==> src/rtl/stride_pkg.sv <==
// Shared encodings for the stride counter family.
// The direction and mode encodings are common to every variant built on stride_next.
package stride_pkg;

    localparam logic MODE_WRAP = 1'b0;
    localparam logic MODE_SAT  = 1'b1;

    localparam logic DIR_UP = 1'b0;
    localparam logic DIR_DN = 1'b1;

endpackage : stride_pkg

==> src/rtl/stride_next.sv <==
// Combinational next-count logic: one stride step with wrap or saturate handling.
// Kept free of state so multi-channel variants can share it.
module stride_next
    import stride_pkg::*;
#(
    parameter int WIDTH = 8
) (
    input  logic [WIDTH-1:0] cur,
    input  logic [WIDTH-1:0] step,
    input  logic             dir,
    input  logic             mode,
    output logic [WIDTH-1:0] next,
    output logic             wrap,
    output logic             sat
);

    logic [WIDTH:0] sum;
    logic [WIDTH:0] diff;
    logic [WIDTH:0] res;
    logic           ovf;

    // The extra top bit is the carry going up, or the borrow going down.
    assign sum  = {1'b0, cur} + {1'b0, step};
    assign diff = {1'b0, cur} - {1'b0, step};
    assign res  = (dir == DIR_UP) ? sum : diff;
    assign ovf  = res[WIDTH];

    always_comb begin
        next = res[WIDTH-1:0];
        wrap = 1'b0;
        sat  = 1'b0;
        if (ovf) begin
            if (mode == MODE_SAT) begin
                sat  = 1'b1;
                next = (dir == DIR_UP) ? {WIDTH{1'b1}} : {WIDTH{1'b0}};
            end else begin
                wrap = 1'b1;
            end
        end
    end

endmodule : stride_next

==> src/rtl/stride_counter.sv <==
// Up/down counter with a runtime stride, wrap or saturate overflow, load and sticky flag.
// All outputs are registered; priority per edge is reset > load > enable > hold.
module stride_counter
    import stride_pkg::*;
#(
    parameter int WIDTH = 8,
    parameter int INIT  = 1
) (
    input  logic             clk,
    input  logic             reset_n,
    input  logic             en_i,
    input  logic             dir_i,
    input  logic             mode_i,
    input  logic [WIDTH-1:0] step_i,
    input  logic             load_i,
    input  logic [WIDTH-1:0] load_val_i,
    input  logic             clr_ovf_i,
    output logic [WIDTH-1:0] cnt_o,
    output logic             wrap_o,
    output logic             sat_o,
    output logic             ovf_sticky_o
);

    localparam logic [WIDTH-1:0] INIT_VAL = WIDTH'(INIT);

    logic [WIDTH-1:0] step_next;
    logic             step_wrap;
    logic             step_sat;

    stride_next #(
        .WIDTH(WIDTH)
    ) u_next (
        .cur (cnt_o),
        .step(step_i),
        .dir (dir_i),
        .mode(mode_i),
        .next(step_next),
        .wrap(step_wrap),
        .sat (step_sat)
    );

    always_ff @(posedge clk) begin
        if (!reset_n) begin
            cnt_o        <= INIT_VAL;
            wrap_o       <= 1'b0;
            sat_o        <= 1'b0;
            ovf_sticky_o <= 1'b0;
        end else if (load_i) begin
            cnt_o        <= load_val_i;
            wrap_o       <= 1'b0;
            sat_o        <= 1'b0;
            ovf_sticky_o <= ovf_sticky_o & ~clr_ovf_i;
        end else if (en_i) begin
            cnt_o        <= step_next;
            wrap_o       <= step_wrap;
            sat_o        <= step_sat;
            // A fresh event beats a simultaneous clear.
            ovf_sticky_o <= step_wrap | step_sat | (ovf_sticky_o & ~clr_ovf_i);
        end else begin
            wrap_o       <= 1'b0;
            sat_o        <= 1'b0;
            ovf_sticky_o <= ovf_sticky_o & ~clr_ovf_i;
        end
    end

endmodule : stride_counter

==> config.mk <==
export PLATFORM = sky130hd
export DESIGN_NAME = stride_counter
export DESIGN_NICKNAME = d
export VERILOG_FILES = /design/src/rtl/stride_pkg.sv /design/src/rtl/stride_next.sv /design/src/rtl/stride_counter.sv
export SDC_FILE = /design/constraint.sdc
export NUM_CORES = 1
export LEC_CHECK = 0
export ABC_AREA = 1
export CAP_MARGIN = 20
export CORE_MARGIN = 4
export CORE_UTILIZATION = 62
export DETAILED_ROUTE_END_ITERATION = 8
export DONT_BUFFER_PORTS = 1
export PLACE_DENSITY = 0.74
export SETUP_SLACK_MARGIN = 0.15
export SLEW_MARGIN = 20
export SYNTH_ARGS = -nofsm -noshare
export SYNTH_HDL_FRONTEND = slang
export SYNTH_SLANG_ARGS = --single-unit
==> constraint.sdc <==
create_clock -name clk -period 2.9 [get_ports clk]
set_clock_uncertainty 0.1 [all_clocks]
set_input_delay 0.435 -clock clk [delete_from_list [all_inputs] [get_ports clk]]
set_output_delay 0.435 -clock clk [all_outputs]
set_load 0.05 [all_outputs]
Yosys cells after proc, flatten, opt, wreduce, memory -nomap -nowiden. Cells that the tools add are included.

Add/subtract/negate cells: 2. Multiplexer cells: 12. Bitwise gates (word level): 6. Reduce and logical (&&, ||, !) cells: 2.

Operators by type and width (count): $mux W8 (5); $add A8 B8 Y9 (1); $mux W9 (1); $sub A8 B8 Y9 (1); $mux W1 (6); $not A1 Y1 (3); $reduce_or A3 Y1 (1); $or A1 B1 Y1 (2); $reduce_bool A2 Y1 (1); $and A1 B1 Y1 (1).

Flip-flop bits (word level): 11. Input bits: 23. Output and inout bits: 11. Word-level logic and storage cells: 26.

Logic depth before layout (Yosys ltp). Gate-level depths: netlist of run 1.

Depth in word-level cells: 7. Depth in mapped cells: 16. Depth with buffers taken out: 16.

Modules after synthesis. Synthesis of run 1 repeated with hierarchy kept, for this count alone.

Cells, all modules: 217. Area total of the unflattened synthesis: 1278.7 sq um.

By module, submodules not included: stride_next (instances 1, cells each 145, area each 758.2 sq um); stride_counter (instances 1, cells each 72, area each 520.5 sq um).

Least setup slack after synthesis of run 1. Ideal clock, no wire load.

Kind: input to register. Start point: input port step_i[0]. End point: register cnt_o[5]. Arrival: 2.170 ns. Slack: 0.559 ns. Stages: 15. Path buffers: 0. Cells stage by stage: inv_1 -> ha_1 -> a31oi_1 -> xor2_1 -> inv_1 -> ha_1 -> nand2_1 -> inv_1 -> a21oi_4 -> nand2_1 -> nand2_2 -> nand3_4 -> nand3_1 -> nand2_1 -> a21oi_1.

Word-level cells in the longest chain between the ends: 6.

Ends and longest elaborated chain: start, declared (line stride_counter.sv:14) `input logic [WIDTH-1:0] step_i,`; $add A8 B8 Y9 or $sub A8 B8 Y9 (tied branches) (line stride_next.sv:23, stride_next.sv:24); $mux W9 (*) (line stride_next.sv:25) `assign res = (dir == DIR_UP) ? sum : diff;`; $mux W8 (line stride_next.sv:33) `if (mode == MODE_SAT) begin`; $mux W8 (*) (line stride_next.sv:32) `if (ovf) begin`; $mux W8 (*) (line stride_counter.sv:53) `end else if (en_i) begin`; $mux W8 (*) (line stride_counter.sv:48) `end else if (load_i) begin`; end signal, assigned (line stride_counter.sv:49) `cnt_o <= load_val_i;`; end signal, assigned (line stride_counter.sv:54) `cnt_o <= step_next;`; end, declared (line stride_counter.sv:18) `output logic [WIDTH-1:0] cnt_o,`.

Mark *: on every way between the ends. The rest lies on a longest branch, timed or not. The select of a mux whose other input is x is not followed. A chain may end at the register's enable or synchronous reset.

Worst setup path in the final report of run 1.
Start point: register cnt_o[0]. End point: register cnt_o[7].

Word-level cells in the longest chain between the ends: 6.

Ends and longest elaborated chain (line): $add A8 B8 Y9 or $sub A8 B8 Y9 (tied branches) (stride_next.sv:23, stride_next.sv:24); $mux W9 (*) (stride_next.sv:25); $mux W8 (stride_next.sv:33); $mux W8 (*) (stride_next.sv:32); $mux W8 (*) (stride_counter.sv:53); $mux W8 (*) (stride_counter.sv:48).

Marked as above.

==> run summary, run 1 <==
Status = completed
Worst-path clk slew = 0.07 ns
WHS = 0.140 ns
VDD IR max = 0.434 mV
Worst path max stage delay = 0.66 ns
Fmax achieved = 440 MHz
Worst path buffer plus inverter count = 2
Pre-CTS setup slack = 0.367 ns
Post-CTS Setup Bufs = 0
Slowest stage cell on the critical path = dfxtp_1
Vias in the first global route = 1070
GRT Overall Usage = 22.0%
Commonest cells after routing, fill and taps aside = nand2_1 (43), inv_1 (23), nor2_1 (11), dfxtp_1 (11)
Worst r2r src = cnt_o[0]
First-pass GRT wire length = 4280 um
DP HPWL = 2040 um
Critical path's top delay family = simple AND/OR/NAND/NOR gates
Primary FF master, synth = dfxtp_1
Number of primary I/O pins = 34
DR pass1 iterations = 4
Initial core utilization = 67.7%
Avg Synthesized Cell Area = 6.59 sq um
Post-DP Area = 1110 sq um
Post-CTS Resized = 0
Min-delay worst type = in -> reg
Relative slew slack = 57.8%
Vias = 1041
Critical Path RT = 2.95 ns
CTS root buf = clkbuf_4
Via density = 5.66
Period utilisation layout = 78.5%
PwrDens = 471 nW/um^2
Port bufs = 0
Final nets = 202
Crit Path Max Fanout = 9
Worst slew pin tran = 0.632 ns
Die width = 49.2 um
CTS tree = done
DRC violations left = 0
Core box area = 1560 sq um
Post-synth EDFFs = 0
Fin area = 1140 sq um
RSZ-0062 raised after global routing = no
Setup violators final = 0
Layout area overhead = 7.83%
CP cell instances = inv_1 -> ha_1 -> inv_1 -> fa_1 -> nand2_1 -> nand2_2 -> nand3_2 -> nand2_1 -> nand2_2 -> nand3_4 -> nand3_1 -> nand2_1 -> a21oi_1
Max-Cap Viols = 0
Routability cong. = 0.888
Die height = 49.2 um
CTS max path bufs = 2
Worst EP arrival = 2.33 ns
Total routed wirelength = 2460 um
Clock Latency Late Sink = 0.26 ns
CP Launch Type = register
Synthesized cell area = 1050 sq um
Yosys cell types = 29
Most common cell after layout, fill and taps aside = nand2_1
Pins Over Slew Limit = 0
Share of flip-flops with an asynchronous set or reset = 0%
Setup tns final = 0 ns
Initial antenna violation count = 0
Final setup margin = 0.625 ns
Critical Path Most Common Cell = nand2_1
Setup crit start = cnt_o[0]
Hold-fix buffers at CTS = 0
Number of CTS-inserted buffers = 3
Share of layout cells above drive strength 1 = 12.5%
Leakage Power = 0.600 nW
Cell Rows = 14
H-Tree Depth = 1
Final hold vios = 0
Critical Path End Type = register
Warnings from Yosys = 0
Clock Sinks = 11
Critical setup path kind = reg -> reg
Antenna Cells = 0
Initial DRC count = 14
Antenna-violating nets left = 0
Register area share after synthesis = 20.9%
Synth Net Count = 193
Overflow after GRT = 0
Routed wire length per instance = 13.4 um
Hold path start = mode_i
Largest net degree at the start of global routing = 12
Minimum clock period = 2.28 ns
Seq cells post-synth = 11
Cells after Synth = 160
Tot Pwr = 0.535 mW
Die area = 2430 sq um
[report_power, final]
| part | switching (mW) | internal [mW] | total (mW) |
|---|---|---|---|
| Sequential | 0.0213 | 0.162 | 0.184 |
| Combinational | 0.156 | 0.0927 | 0.249 |
| Clock | 0.0500 | 0.0532 | 0.103 |
[cells by family after synthesis]
kind of cell	count (synthesis)	synth area share, %
flops	11	20.9
fa+ha+maj	10	12.6
buf+inv	27	9.73
simple gates	80	35.4
xor+xnor	7	5.81
compound gates	25	15.7
[path summary, 6_finish.rpt]
| path | end | slack (ns) | depth (start not counted) |
|---|---|---|---|
| setup / recovery | cnt_o[7] | 0.62 | 13 |
| hold / removal | wrap_o | 0.14 | 1 |
| setup reg to reg | cnt_o[7] | 0.62 | 13 |
| hold reg to reg | ovf_sticky_o | 0.61 | 2 |
[cells in the mapped netlist (2+ instances only)]
cell type  instances  area share, %
nand2_1           43             15
inv_1             23            8.2
dfxtp_1           11             21
nor2_1            11            3.9
a21oi_1           10            4.7
nand3_1           10            4.7
ha_1               9             11
a22oi_1            7            5.0
nand4_1            5            3.0
xor2_1             4            3.3
nand2_2            3            1.8
o21ai_0            3            1.4
xnor2_1            3            2.5
nand3_2            2            1.9
or2_2              2            1.2
[sequential cells by signal (all words and copies together) (netlist names)]
register and flops:
cnt_o 8, ovf_sticky_o 1, sat_o 1, wrap_o 1
[metrics by stage]
step	utilization, %	std cells
floorplan	-	160
global placement	71.3	180
detailed placement	71.3	180
CTS	73.0	184
global route	73.0	184
finish	73.0	184
[layout make-up]
| type | count | area (sq um) |
|---|---|---|
| multi-input combinational | 122 | 732 |
| fill | 137 | 422 |
| sequential | 11 | 220 |
| inverter | 25 | 93.8 |
| timing repair buffer | 6 | 45.0 |
| clock buffer | 4 | 26.3 |
| tap | 16 | 20.0 |
[per-layer routing]
layer  wire, um  vias up  GRT usage (%)
met5          0        -              0
met4          0        0           1.42
met3        137        0           7.03
met2       1260       23           40.8
met1       1060      473           25.0
li1           -      545              -
No activity file was read; power rests on OpenSTA's default activity.
==> run 2: changes to the inputs <==
- CORE_UTILIZATION: 62 -> 56
- PLACE_DENSITY: 0.74 -> 0.7
- clock period: 2.9 -> 1.95 ns (I/O delays scaled with it)
==> run summary, run 2 (synthesis gave the netlist of run 1 again) <==
Critical setup path kind = in -> reg
Commonest cells after routing, fill and taps aside = nand2_1 (37), buf_4 (28), inv_1 (19)
Minimum clock period = 1.97 ns
Critical Path RT = 2.00 ns
CTS tree = done
Antenna Cells = 0
Fin util = 83.7%
Period utilisation layout = 101%
Number of CTS-inserted buffers = 3
Die height = 51.4 um
Slowest stage cell on the critical path = ha_1
Crit Path Max Fanout = 5
Antenna-violating nets left = 0
CP Launch Type = primary input
Overflow after GRT = 0
Worst EP arrival = 2.01 ns
Initial antenna violation count = 0
Final hold vios = 0
Largest net degree at the start of global routing = 12
Setup violators final = 5
Max reg flops = 8
RSZ-0062 raised after global routing = yes
Cell Rows = 15
Share of layout cells above drive strength 1 = 35.2%
Leakage Power = 0.740 nW
Clock Latency Late Sink = 0.26 ns
H-Tree Depth = 1
Number of primary I/O pins = 34
Routed wire length per instance = 13.2 um
Port bufs = 0
Min-delay worst type = in -> reg
Final nets = 227
Violated checks = setup timing
Fmax achieved = 509 MHz
Max-Cap Viols = 0
Worst r2r src = cnt_o[0]
Core box area = 1760 sq um
Status = finished, violations left
CTS max path bufs = 2
Die area = 2640 sq um
Pre-CTS setup slack = -0.295 ns
Routability cong. = 0.851
Worst-path clk slew = 0.06 ns
Vias = 1161
CP cell instances = nor3_4 -> or2_4 -> nand2_2 -> xor2_1 -> ha_1 -> nand2_1 -> nand2_2 -> a21oi_4 -> nand3_2 -> nand3_4 -> nand3_2 -> nand2_1 -> a21oi_2
Worst path max stage delay = 0.33 ns
Most common cell after layout, fill and taps aside = nand2_1
Final setup margin = -0.0158 ns
DRC violations left = 0
Critical Path End Type = register
Hold path start = clr_ovf_i
PwrDens = 644 nW/um^2
Pins Over Slew Limit = 0
Clock Sinks = 11
Top reg by flops = cnt_o
Worst slew pin tran = 0.502 ns
Layout area overhead = 40.0%
First-pass GRT wire length = 4600 um
VDD IR max = 0.592 mV
Die width = 51.4 um
Via density = 5.33
Initial core utilization = 59.8%
DR pass1 iterations = 4
Setup crit start = step_i[2]
DP HPWL = 2240 um
Initial DRC count = 37
Vias in the first global route = 1126
Relative slew slack = 66.5%
CTS root buf = clkbuf_4
Total routed wirelength = 2870 um
GRT Overall Usage = 22.6%
==> run 2: cell types whose count changed in the layout (fill, tap and decap cells not counted), moves of 3 or more <==
cell,before,now
nand2_2,3,8
buf_4,6,28
a21oi_1,10,6
a21oi_2,0,4
nand3_2,2,5
nand2_1,43,37
nand3_1,10,6
inv_1,23,19
==> run 2: final timing paths <==
path / end / slack [ns] / cells past startpoint
worst min-delay path: ovf_sticky_o / 0.04 / 1
worst max register to register: cnt_o[6] / 0 / 12
worst min register to register: cnt_o[0] / 0.57 / 5
worst max-delay path: cnt_o[6] / -0.02 / 13
==> run 2: power by group <==
part,internal [mW],switching [mW],total (mW)
Combinational,0.240,0.299,0.539
Sequential,0.242,0.0206,0.263
Clock,0.0791,0.0707,0.150
==> run 2: worst max-delay path: cells and delay by family <==
kind / cells / cell delay [ns]
AO/OA/AOI/OAI: 2 / 0.20
XOR/XNOR: 1 / 0.16
adder cells (fa/ha/maj): 1 / 0.33
AND/OR/NAND/NOR: 9 / 1.03
==> run 2: timing repair <==
| action | in CTS | in global routing |
|---|---|---|
| hold endpoints to repair | 0 | 2 |
| gates resized for setup | 5 | 8 |
| pin swaps | 9 | 5 |
| hold buffers | 0 | 2 |
| setup endpoints to repair | 11 | 11 |
| cloned | 1 | 0 |
| setup buffers | 3 | 0 |
==> run 2: per-stage QoR <==
stage | instances | TNS [ns] | cell area [sq um] | total power [mW] | hold slack [ns]
4_1_cts | 216 | 0 | 1430 | 0.926 | 0.000807
5_1_grt | 218 | -1.15 | 1480 | 1.02 | 0.0412
3_5_place_dp | 208 | -2.86 | 1350 | 0.750 | 0.275
6_report | 218 | -0.0428 | 1480 | 0.951 | 0.0436
3_3_place_gp | 208 | -2.28 | 1350 | 0.740 | 0.276
2_1_floorplan | 160 | -1.05 | 1150 | 0.609 | 0.265
==> run 2: layout make-up <==
cell class | instances | area (sq um)
Multi-Input combinational cell | 123 | 856
Fill cell | 131 | 288
Timing Repair Buffer | 30 | 230
Sequential cell | 11 | 221
Inverter | 25 | 111
Tap cell | 25 | 31.3
Clock buffer | 4 | 26.3
==> run 2: per-layer routing <==
| metal | vias to the layer above | share of wire (%) | track usage (%) |
|---|---|---|---|
| li1 | 595 | - | - |
| met1 | 524 | 41 | 26.9 |
| met2 | 38 | 53 | 41.1 |
| met3 | 4 | 5.0 | 5.83 |
| met4 | 0 | 0.84 | 3.49 |
| met5 | - | 0 | 0 |
==> run 3: changes to the inputs <==
- TNS_END_PERCENT: default -> 1
- clock period: 1.95 -> 1.8 ns (I/O delays scaled with it)
==> run summary, run 3 (synthesis gave the netlist of run 1 again) <==
CP Launch Type = primary input
Cell Rows = 15
Clock Latency Late Sink = 0.27 ns
Storage cell area = 221 sq um
Initial DRC count = 40
DP HPWL = 2440 um
DRC violations left = 0
CTS root buf = clkbuf_4
Violated checks = setup timing
Multi-input gate area = 923 sq um
Die height = 51.4 um
Total routed wirelength = 3600 um
CP cell instances = nor3_4 -> or2_4 -> buf_4 -> xor2_1 -> ha_1 -> or2_4 -> nand3_4 -> nand2_4 -> nand2_4 -> nand3_4 -> nand3_2 -> nand2_2 -> a21oi_2
CTS tree = done
Vias = 1279
Routed wire length per instance = 16.2 um
Vias in the first global route = 1328
Antenna-violating nets left = 0
First-pass GRT wire length = 5750 um
Port bufs = 0
Clock Sinks = 11
Minimum clock period = 1.96 ns
PwrDens = 706 nW/um^2
Most common cell after layout, fill and taps aside = nand2_1
VDD IR max = 0.601 mV
RSZ-0062 raised after global routing = yes
Max reg flops = 8
Slowest stage cell on the critical path = ha_1
Final setup margin = -0.163 ns
Leakage Power = 0.768 nW
Pre-CTS setup slack = -0.478 ns
Crit Path Max Fanout = 5
Share of layout cells above drive strength 1 = 39.1%
Worst slew pin tran = 0.608 ns
Die area = 2640 sq um
R2R Setup Slk = -0.14 ns
Non-Filler Instances = 222
Final nets = 231
Relative slew slack = 59.3%
Commonest cells after routing, fill and taps aside = nand2_1 (36), buf_4 (32), inv_1 (20)
Worst-path clk slew = 0.07 ns
Status = finished, violations left
Min-delay worst type = in -> reg
Critical Path RT = 1.90 ns
Core box area = 1760 sq um
Max-Cap Viols = 0
Fmax achieved = 509 MHz
H-Tree Depth = 1
Worst path max stage delay = 0.26 ns
Period utilisation layout = 109%
Number of CTS-inserted buffers = 3
CTS max path bufs = 2
Worst EP arrival = 2.07 ns
Die width = 51.4 um
Routability cong. = 0.870
Setup violators final = 11
Initial core utilization = 59.8%
Dpl cells = 209
Final hold vios = 0
DR pass1 iterations = 4
WHS = 0.00629 ns
Fillcell total = 105
Critical setup path kind = in -> reg
Largest net degree at the start of global routing = 12
Layout area overhead = 47.6%
Top reg by flops = cnt_o
Overflow after GRT = 0
Via density = 5.76
Initial antenna violation count = 0
Critical Path End Type = register
Pins Over Slew Limit = 0
Number of primary I/O pins = 34
GRT Overall Usage = 29.5%
Antenna Cells = 0
-- run 3: cell count changes in the layout (fill, tap and decap cells not counted), sizes merged --
cell	before	now
buf	28	32
-- run 3: critical path: cells and delay by family --
kind            cells  cell delay [ns]
simple gates        9             1.14
fa+ha+maj           1             0.26
xor+xnor            1             0.15
compound gates      1             0.14
buf+inv             1             0.10
-- run 3: cell type report --
cell class,count,area share (%)
Clock buffer,4,1.69
Inverter,25,6.03
Multi-Input combinational cell,123,59.3
Sequential cell,11,14.2
Tap cell,25,2.01
Timing Repair Buffer,34,16.7
-- run 3: power by group --
group | total, mW | internal [mW] | switching, mW
logic | 0.643 | 0.283 | 0.359
registers | 0.287 | 0.262 | 0.0252
clock network | 0.169 | 0.0859 | 0.0835
-- run 3: metrics by stage --
step / TNS (ns) / cell area (sq um) / util, % / power (mW)
floorplan: -2.56 / 1120 / - / 0.657
global placement: -4.35 / 1340 / 76.0 / 0.799
detailed placement: -4.67 / 1340 / 76.0 / 0.814
CTS: -0.779 / 1520 / 86.0 / 1.05
global route: -2.51 / 1560 / 88.2 / 1.17
finish: -1.26 / 1560 / 88.2 / 1.10
-- run 3: what timing repair did --
action / in CTS / in global routing
gates resized for setup: 15 / 11
buffers inserted: 6 / 0
pin swaps: 18 / 17
hold buffers: 2 / 0
cloned: 1 / 0
hold endpoints to repair: 2 / 0
endpoints found under the setup margin: 11 / 11
-- run 3: path summary, 6_finish.rpt --
check,from,end,cells after the start
hold / removal,clr_ovf_i,ovf_sticky_o,1
setup / recovery,step_i[2],cnt_o[5],13
setup reg to reg,cnt_o[0],cnt_o[5],13
hold reg to reg,cnt_o[0],cnt_o[0],5
-- run 3: per-layer routing --
metal  vias up  global-route usage (%)  part of all wire [%]  wire length (um)
met1       585                    29.2                    37              1340
met2        64                    52.5                    50              1810
met5         -                       0                     0                 0
li1        607                       -                     -                 -
met3        23                    8.16                   6.8               243
met4         0                    20.1                   5.7               204
